`src/rtl/ga23_pkg.sv`:
```
// Shared types and helpers for the GA23 CPU-side VRAM bridge.
package ga23_pkg;

  typedef enum logic [2:0] {
    BR_IDLE,
    BR_ISSUE,
    BR_ARM,
    BR_WAIT,
    BR_MERGE,
    BR_DONE
  } ga23_br_state_t;

  // Read data returned on an aborted (timed-out) access.
  localparam logic [15:0] GA23_RD_FILL = 16'hFFFF;

  // Byte-merge: enabled bytes come from new_w, the rest from old_w.
  function automatic logic [15:0] ga23_merge(input logic [15:0] old_w,
                                             input logic [15:0] new_w,
                                             input logic [1:0]  be);
    logic [15:0] w;
    w = old_w;
    if (be[0]) w[7:0]  = new_w[7:0];
    if (be[1]) w[15:8] = new_w[15:8];
    return w;
  endfunction

endpackage

```
`src/rtl/ga23_cpu_bridge.sv`:
```
// CPU-side initiator for the GA23 VRAM window: converts byte-enabled word
// requests into GA23 single-cycle strobes, doing read-modify-write for
// partial-byte writes and aborting accesses whose busy exceeds TIMEOUT.
module ga23_cpu_bridge
  import ga23_pkg::*;
#(
  parameter int unsigned TIMEOUT = 1024
) (
  input  logic        clk,
  input  logic        reset,
  input  logic        cpu_req,
  input  logic        cpu_we,
  input  logic [15:0] cpu_addr,
  input  logic [1:0]  cpu_be,
  input  logic [15:0] cpu_din,
  output logic [15:0] cpu_dout,
  output logic        cpu_ack,
  output logic        cpu_err,
  output logic        mem_cs,
  output logic        mem_rd,
  output logic        mem_wr,
  output logic [15:0] mem_addr,
  output logic [15:0] mem_dout,
  input  logic [15:0] mem_din,
  input  logic        busy
);

  localparam int unsigned     CNT_W    = $clog2(TIMEOUT + 1);
  localparam logic [CNT_W-1:0] CNT_LAST = CNT_W'(TIMEOUT - 1);

  ga23_br_state_t r_state, w_next;

  logic             r_we;
  logic [15:0]      r_addr;
  logic [1:0]       r_be;
  logic [15:0]      r_din;
  logic [15:0]      r_rdata;
  logic [15:0]      r_wdata;
  logic             r_rmw;
  logic             r_op_wr;
  logic             r_err;
  logic [CNT_W-1:0] r_cnt;
  logic             r_cs;
  logic             r_rd;
  logic             r_wr;

  logic             w_issue_wr;
  logic             w_timeout;
  logic             w_active;

  // Next-state decode, including the type of the next bus operation
  always_comb begin
    w_next     = r_state;
    w_issue_wr = 1'b0;
    w_timeout  = 1'b0;
    case (r_state)
      BR_IDLE: begin
        if (cpu_req) begin
          if (cpu_we && (cpu_be == 2'b00)) begin
            w_next = BR_DONE;
          end else begin
            w_next     = BR_ISSUE;
            w_issue_wr = cpu_we && (cpu_be == 2'b11);
          end
        end
      end
      BR_ISSUE: w_next = BR_ARM;
      BR_ARM:   w_next = BR_WAIT;
      BR_WAIT: begin
        if (!busy) begin
          w_next = r_rmw ? BR_MERGE : BR_DONE;
        end else if (r_cnt == CNT_LAST) begin
          w_next    = BR_DONE;
          w_timeout = 1'b1;
        end
      end
      BR_MERGE: begin
        w_next     = BR_ISSUE;
        w_issue_wr = 1'b1;
      end
      BR_DONE:  w_next = BR_IDLE;
      default:  w_next = BR_IDLE;
    endcase
  end

  // State register, registered strobes, request latch, counter and data path
  always_ff @(posedge clk) begin
    if (reset) begin
      r_state <= BR_IDLE;
      r_we    <= 1'b0;
      r_addr  <= '0;
      r_be    <= '0;
      r_din   <= '0;
      r_rdata <= '0;
      r_wdata <= '0;
      r_rmw   <= 1'b0;
      r_op_wr <= 1'b0;
      r_err   <= 1'b0;
      r_cnt   <= '0;
      r_cs    <= 1'b0;
      r_rd    <= 1'b0;
      r_wr    <= 1'b0;
    end else begin
      r_state <= w_next;
      r_cs    <= (w_next == BR_ISSUE);
      r_rd    <= (w_next == BR_ISSUE) && !w_issue_wr;
      r_wr    <= (w_next == BR_ISSUE) && w_issue_wr;
      case (r_state)
        BR_IDLE: begin
          if (cpu_req) begin
            r_we    <= cpu_we;
            r_addr  <= cpu_addr & 16'hFFFE;
            r_be    <= cpu_be;
            r_din   <= cpu_din;
            r_wdata <= cpu_din;
            r_rdata <= '0;
            r_err   <= 1'b0;
            r_rmw   <= cpu_we && ((cpu_be == 2'b01) || (cpu_be == 2'b10));
            r_op_wr <= cpu_we && (cpu_be == 2'b11);
          end
        end
        BR_ISSUE: r_cnt <= '0;
        BR_WAIT: begin
          if (!busy) begin
            r_rdata <= mem_din;
          end else begin
            r_cnt <= r_cnt + 1'b1;
            if (w_timeout) r_err <= 1'b1;
          end
        end
        BR_MERGE: begin
          r_wdata <= ga23_merge(r_rdata, r_din, r_be);
          r_op_wr <= 1'b1;
          r_rmw   <= 1'b0;
        end
        default: ;
      endcase
    end
  end

  // Address/data stay stable from ISSUE through WAIT since GA23 samples late.
  assign w_active = (r_state == BR_ISSUE) || (r_state == BR_ARM) || (r_state == BR_WAIT);

  assign mem_cs   = r_cs;
  assign mem_rd   = r_rd;
  assign mem_wr   = r_wr;
  assign mem_addr = w_active ? r_addr : '0;
  assign mem_dout = (w_active && r_op_wr) ? r_wdata : '0;

  assign cpu_ack  = (r_state == BR_DONE);
  assign cpu_err  = cpu_ack && r_err;
  assign cpu_dout = !cpu_ack ? '0 :
                    r_err    ? GA23_RD_FILL :
                    r_we     ? '0 : r_rdata;

endmodule
```
`config.mk`:
```
export PLATFORM = sky130hd
export DESIGN_NAME = ga23_cpu_bridge
export DESIGN_NICKNAME = d
export VERILOG_FILES = /design/src/rtl/ga23_pkg.sv /design/src/rtl/ga23_cpu_bridge.sv
export SDC_FILE = /design/constraint.sdc
export NUM_CORES = 1
export LEC_CHECK = 0
export ABC_AREA = 1
export CELL_PAD_IN_SITES_DETAIL_PLACEMENT = 1
export CELL_PAD_IN_SITES_GLOBAL_PLACEMENT = 2
export CORE_MARGIN = 4
export CORE_UTILIZATION = 29
export CTS_CLUSTER_DIAMETER = 100
export CTS_CLUSTER_SIZE = 24
export DETAILED_ROUTE_END_ITERATION = 8
export HOLD_SLACK_MARGIN = 0.02
export MAX_ROUTING_LAYER = met4
export PLACE_DENSITY = 0.92
export SYNTH_ARGS = -nofsm -noshare
export SYNTH_HDL_FRONTEND = slang
export SYNTH_SLANG_ARGS = --single-unit
export TNS_END_PERCENT = 100
```
`constraint.sdc`:
```
create_clock -name clk -period 4 [get_ports clk]
set_clock_uncertainty 0.15 [all_clocks]
set_input_delay 0.8 -clock clk [delete_from_list [all_inputs] [get_ports clk]]
set_output_delay 0.8 -clock clk [all_outputs]
set_load 0.02 [all_outputs]
```
# == Yosys cells after proc, flatten, opt, wreduce, memory -nomap -nowiden ==
# Cells that the tools add are included.
# totals
register_bits,86
latch_bits,0
mem_bits_rw,0
mem_bits_ro,0
in_bits,55
out_inout_bits,53
word_cells,84
n_memories,0
# op_classes
n_addsub,1
n_mul,0
div,0
magnitude_cmp,0
n_eq_ne,14
n_shift,0
mux,34
bitwise,0
n_reduce_logical,21
# op_table
op,n
16-bit two-way mux,8
16-bit one-hot mux with 2 select lines,2
11-bit one-hot mux with 2 select lines,1
8-bit two-way mux,2
3-bit one-hot mux with 5 select lines,1
3-bit two-way mux,4
11-bit by 1-bit adder with 11-bit output (second input constant),1
11-bit by 10-bit == test with 1-bit output (second input constant),1
1-bit two-way mux,11
11-bit two-way mux,1
2-bit != test (second input constant),4
1-bit one-hot mux with 2 select lines,4
1-bit logical AND,7
3-bit by 1-bit == test with 1-bit output (second input constant),2
3-bit by 2-bit == test with 1-bit output (second input constant),2
3-bit == test (second input constant),2
2-bit AND reduction,3
2-bit nonzero test,3
2-bit == test (second input constant),2
4-bit AND reduction,1
3-bit logical NOT,1
1-bit logical OR,3
3-bit AND reduction,1
2-bit by 1-bit == test with 1-bit output (second input constant),1
other kinds (2),2

# == Logic depth before layout (Yosys ltp) ==
# logic_depth
word_depth,7
ltp_mapped,10
mapped_depth_nobuf,10

# == Least setup slack after synthesis ==
# OpenSTA, ideal clock, no wires.
# synth_timing
path_type,register -> output
from,register r_state[2]
to,output port cpu_dout[10]
arrival_time_ps,1670
t_required_ps,3050
path_slack_ps,1380
path_stages_with_launch,6
cell_sequence,dfxtp_1 -> inv_2 -> nor3_1 -> inv_2 -> buf_2 -> nor2_1
# synth_between
elab_chain_len,2
# synth_lines
item,line,text
from (decl),ga23_cpu_bridge.sv:31,"ga23_br_state_t r_state, w_next;"
from (signal assigned),ga23_cpu_bridge.sv:104,r_state <= w_next;
3-bit == test,ga23_cpu_bridge.sv:150,assign cpu_ack = (r_state == BR_DONE);
net cpu_ack,ga23_cpu_bridge.sv:17,"output logic cpu_ack,"
16-bit two-way mux,ga23_cpu_bridge.sv:152,assign cpu_dout = !cpu_ack ? '0 :
to (decl),ga23_cpu_bridge.sv:16,"output logic [15:0] cpu_dout,"
# The timed path passes the listed nets, and every way through them passes these cells.

# == Worst setup path in the final report ==
# layout_timing
from,register r_state[1]
to,output port mem_dout[9]
# layout_between
elab_chain_len,5
elab_cells_between_ends,7
classes_between,eq/ne: 3; mux: 1; reduce/logical: 3
# layout_lines
item,line,text
3-bit by 1-bit == test with 1-bit output or 3-bit by 2-bit == test with 1-bit output (tied branches),ga23_cpu_bridge.sv:142,assign w_active = (r_state == BR_ISSUE) || (r_state == BR_ARM) || (r_state == BR_WAIT);
1-bit logical OR,ga23_cpu_bridge.sv:142,
1-bit logical OR *,ga23_cpu_bridge.sv:142,
1-bit logical AND *,ga23_cpu_bridge.sv:148,assign mem_dout = (w_active && r_op_wr) ? r_wdata : '0;
16-bit two-way mux *,ga23_cpu_bridge.sv:148,
to (decl),ga23_cpu_bridge.sv:23,"output logic [15:0] mem_dout,"
# Mark *: on every way between the ends. The rest lies on a longest branch, timed or not.

==> flow_summary_export.csv <==
group,metric,value,unit
finish,multi_input_area,1890,sq um
clock_network,max-clock-path-buffers,2,
finish,antenna_cells,0,
yosys,async_reset_ff_share,0,%
finish,final-seq-area,1720,sq um
setup_path,r2r-end,"r_rdata[13]",
floorplan,core_area,13900,sq um
setup_path,crit_end,"mem_dout[9]",
yosys,synth_compound_area_share,23.6,%
placement,dp_cells,828,
timing,min_period,3.45,ns
finish,final_core_util,40.2,%
timing,max_freq,290,MHz
yosys,avgSynthCellArea,7.26,sq um
setup_path,r2r_start,"r_state[1]",
power,power_frac_comb,20.8,%
route,wirelength,12.8,mm
setup_path,cp.required,3.05,ns
floorplan,ios,108,
yosys,synth_flop_cell,"dfxtp_1",
power,powerDensity,440,nW/um^2
power,power_frac_seq,39.9,%
yosys,yosysWarnings,0,
route,ant_nets,0,
floorplan,start_util,29.8,%
yosys,synth-xor-area-share,0,%
timing,slew_headroom,54.1,%
yosys,synth_top_area_cell,"dfxtp_1",
timing,hold_violations,0,
grt,grt_start_max_net_pins,52,
floorplan,row_count,43,
yosys,ys_ff_latch,86,
route,vias_per_cell,4.66,
clock_network,cts_hold_buf,0,
yosys,synth_cell_types,33,
setup_path,cp_max_fo,16,
clock_network,cts_root_buf,"clkbuf_16",
finish,stdcell_count,844,
route,met3WireLength,517,microns
outcome,outcome,"completed",
power,peakVddDrop,190,uV
yosys,ys_top_cells_by_count,"nand2_1, dfxtp_1, inv_1",
finish,fillerInstances,1721,
clock_network,cts_buffers,9,
clock_network,htree_levels,3,
route,m1WireLength,5.99,mm
setup_path,r2r_slack,1.69,ns
finish,area_growth_syn_to_layout,34.9,%
clock_network,cts_setup_buffers,0,
yosys,synth_top_family_by_area,"compound AO/OA/AOI/OAI gates",
route,dr_total_vias,3936,
yosys,synth-simple-area-share,20.9,%
job,cap_violations,0,
grt,grt_pass1_vias,4106,
floorplan,dieHeight,128,microns
route,top_layer_used,"met4",
floorplan,fp.dieArea,16300,sq um
power,p_int,1.78,mW
yosys,synth_fp_nets,631,
yosys,syn_inst,573,
yosys,synth_area,4160,sq um
yosys,synthMuxAreaShare,0,%
route,routedWlPerCell,15.2,microns
setup_path,cp_slowest_stage_delay,0.66,ns
yosys,seq_area_frac_synth,41.4,%
setup_path,start_kind,"register",
clock_network,clkLatencyLatePin,0.33,ns
clock_network,cts_resized,0,
placement,gp_congestion,0.799,
yosys,synth_edf_count,0,
clock_network,cts_tree,"built",
floorplan,dieWidth,128,microns
setup_path,critical_path_class,"register to output port",
power,leakage,2.20,nW
finish,fin_nets,717,
setup_path,critPathSlowestCell,"clkdlybuf4s50_1",
route,met2_length,6.18,mm
setup_path,cp.arrival,2.50,ns
placement,dp_hpwl,9.17,mm
grt,antenna_found_initial,0,
clock_network,clkTransAtPathRegs,0.06,ns
grt,grtUsageTotal,16.3,%
timing,tns,0,ns
worst_hold_path,whs_path_depth,2,
placement,portBuffers,105,
worst_hold_path,hold_class,"register to register",
yosys,synth_area_leaders,"dfxtp_1, nand2_1, a21oi_1, inv_1, nor2_1",
power,switching_share,28.0,%
power,switchingPower,0.692,mW
timing,rsz0062_at_grt,"false",
finish,drive_gt1_share,8.89,%
timing,finalCritPeriodShare,86.2,%
grt,grt_pass1_wl,20.7,mm
route,remaining_drc_errors,0,
setup_path,rr_worst_depth,8,
setup_path,cpMostUsedCell,"nor2_1",
setup_path,crit_path_end_kind,"output port",
yosys,synth_fa_ha_area_share,0.903,%
timing,worst_slew_pin_slew,0.687,ns
route,drt_iter0_drc,169,
yosys,yosysTopAreaCellShare,41.4,%
power,pwr-share-clk,39.3,%
route,firstDrtPassIters,4,
clock_network,cts.sinks,86,
yosys,synth.most_common_cell,"nand2_1",
setup_path,path_cells,"inv_2 -> nand2_8 -> inv_1 -> nor2_1 -> nand2_1 -> nor2_1 -> clkdlybuf4s50_1",
timing,setup-violations-final,0,
setup_path,crit_path_start,"r_state[1]",
grt,grt_overflow,0,
timing,slew_violations,0,
[power by group through the flow]
stage	Sequential, mW	Clock, mW	Combinational [mW]
floorplan	0.987	0	0.368
global placement	0.998	0	0.501
detailed placement	1.00	0	0.516
CTS	0.985	0.996	0.521
global route	0.994	1.04	0.573
finish	0.985	0.972	0.513
[through the flow]
step                hold slack [ns]  total power, mW  worst slack (ns)  area [sq um]
floorplan                     0.280             1.35              1.38          4160
global placement              0.294             1.50             0.974          5260
detailed placement            0.298             1.52             0.895          5260
CTS                           0.307             2.50             0.513          5610
global route                  0.324             2.61             0.321          5610
finish                        0.305             2.47             0.553          5610
[placed cells by master (no fill, tap or decap), types with 3 or more instances in the layout]
cell type / count
o211ai_1: 6
buf_4: 3
inv_1: 86
a211oi_2: 16
a21oi_1: 76
inv_2: 6
bufinv_16: 3
ha_1: 3
clkbuf_16: 9
o211ai_2: 10
dfxtp_1: 86
o21ai_0: 37
o21ai_1: 3
nor2_1: 73
nand3_1: 8
nand2_1: 113
clkdlybuf4s50_1: 104
[worst max-delay path: cells and delay by family, from the launching register on]
| family | cells | cell delay [ns] |
|---|---|---|
| buffers and inverters | 3 | 0.82 |
| AND/OR/NAND/NOR | 4 | 0.95 |
| flip-flops | 1 | 0.40 |
[metal layers]
metal | GRT usage, % | vias up
met4 | 3.75 | 0
li1 | - | 1980
met1 | 21.2 | 1865
met3 | 3.13 | 13
met2 | 26.6 | 78
met5 | - | -
[cell type report]
cell class              instances  share of cell area (%)
repair buffers                108                    19.1
well taps                     180                    4.02
flip-flops and latches         86                    30.7
clock inverters                 3                    1.61
multi-input cells             361                    33.7
clock buffers                  13                    4.64
inverters                      93                    6.27
[how the worst min path moves through the flow]
| stage | from | to | slack (ns) |
|---|---|---|---|
| 2_1_floorplan | r_addr[10] | r_addr[10] | 0.28 |
| 3_3_place_gp | r_addr[4] | r_addr[4] | 0.29 |
| 3_5_place_dp | r_addr[11] | r_addr[11] | 0.30 |
| 4_1_cts | r_addr[11] | r_addr[11] | 0.31 |
| 5_1_grt | r_addr[5] | r_addr[5] | 0.32 |
| 6_report | r_addr[6] | r_addr[6] | 0.30 |
[kinds of logic (layout without fill, tap and decap cells)]
logic type,Yosys count,after routing
AND/OR/NAND/NOR,205,205
other,1,1
flip-flops,86,86
AO/OA/AOI/OAI,152,152
adder cells (fa/ha/maj),3,3
buffers and inverters,126,217
[sequential cells by signal (all words and copies together), names as in the netlist]
name,count
mem_cs,1
mem_rd,1
mem_wr,1
r_addr,15
r_be,2
r_cnt,11
r_din,16
r_err,1
r_op_wr,1
r_rdata,16
r_rmw,1
r_state,3
r_wdata,16
r_we,1
No activity file was read; power rests on OpenSTA's default activity.
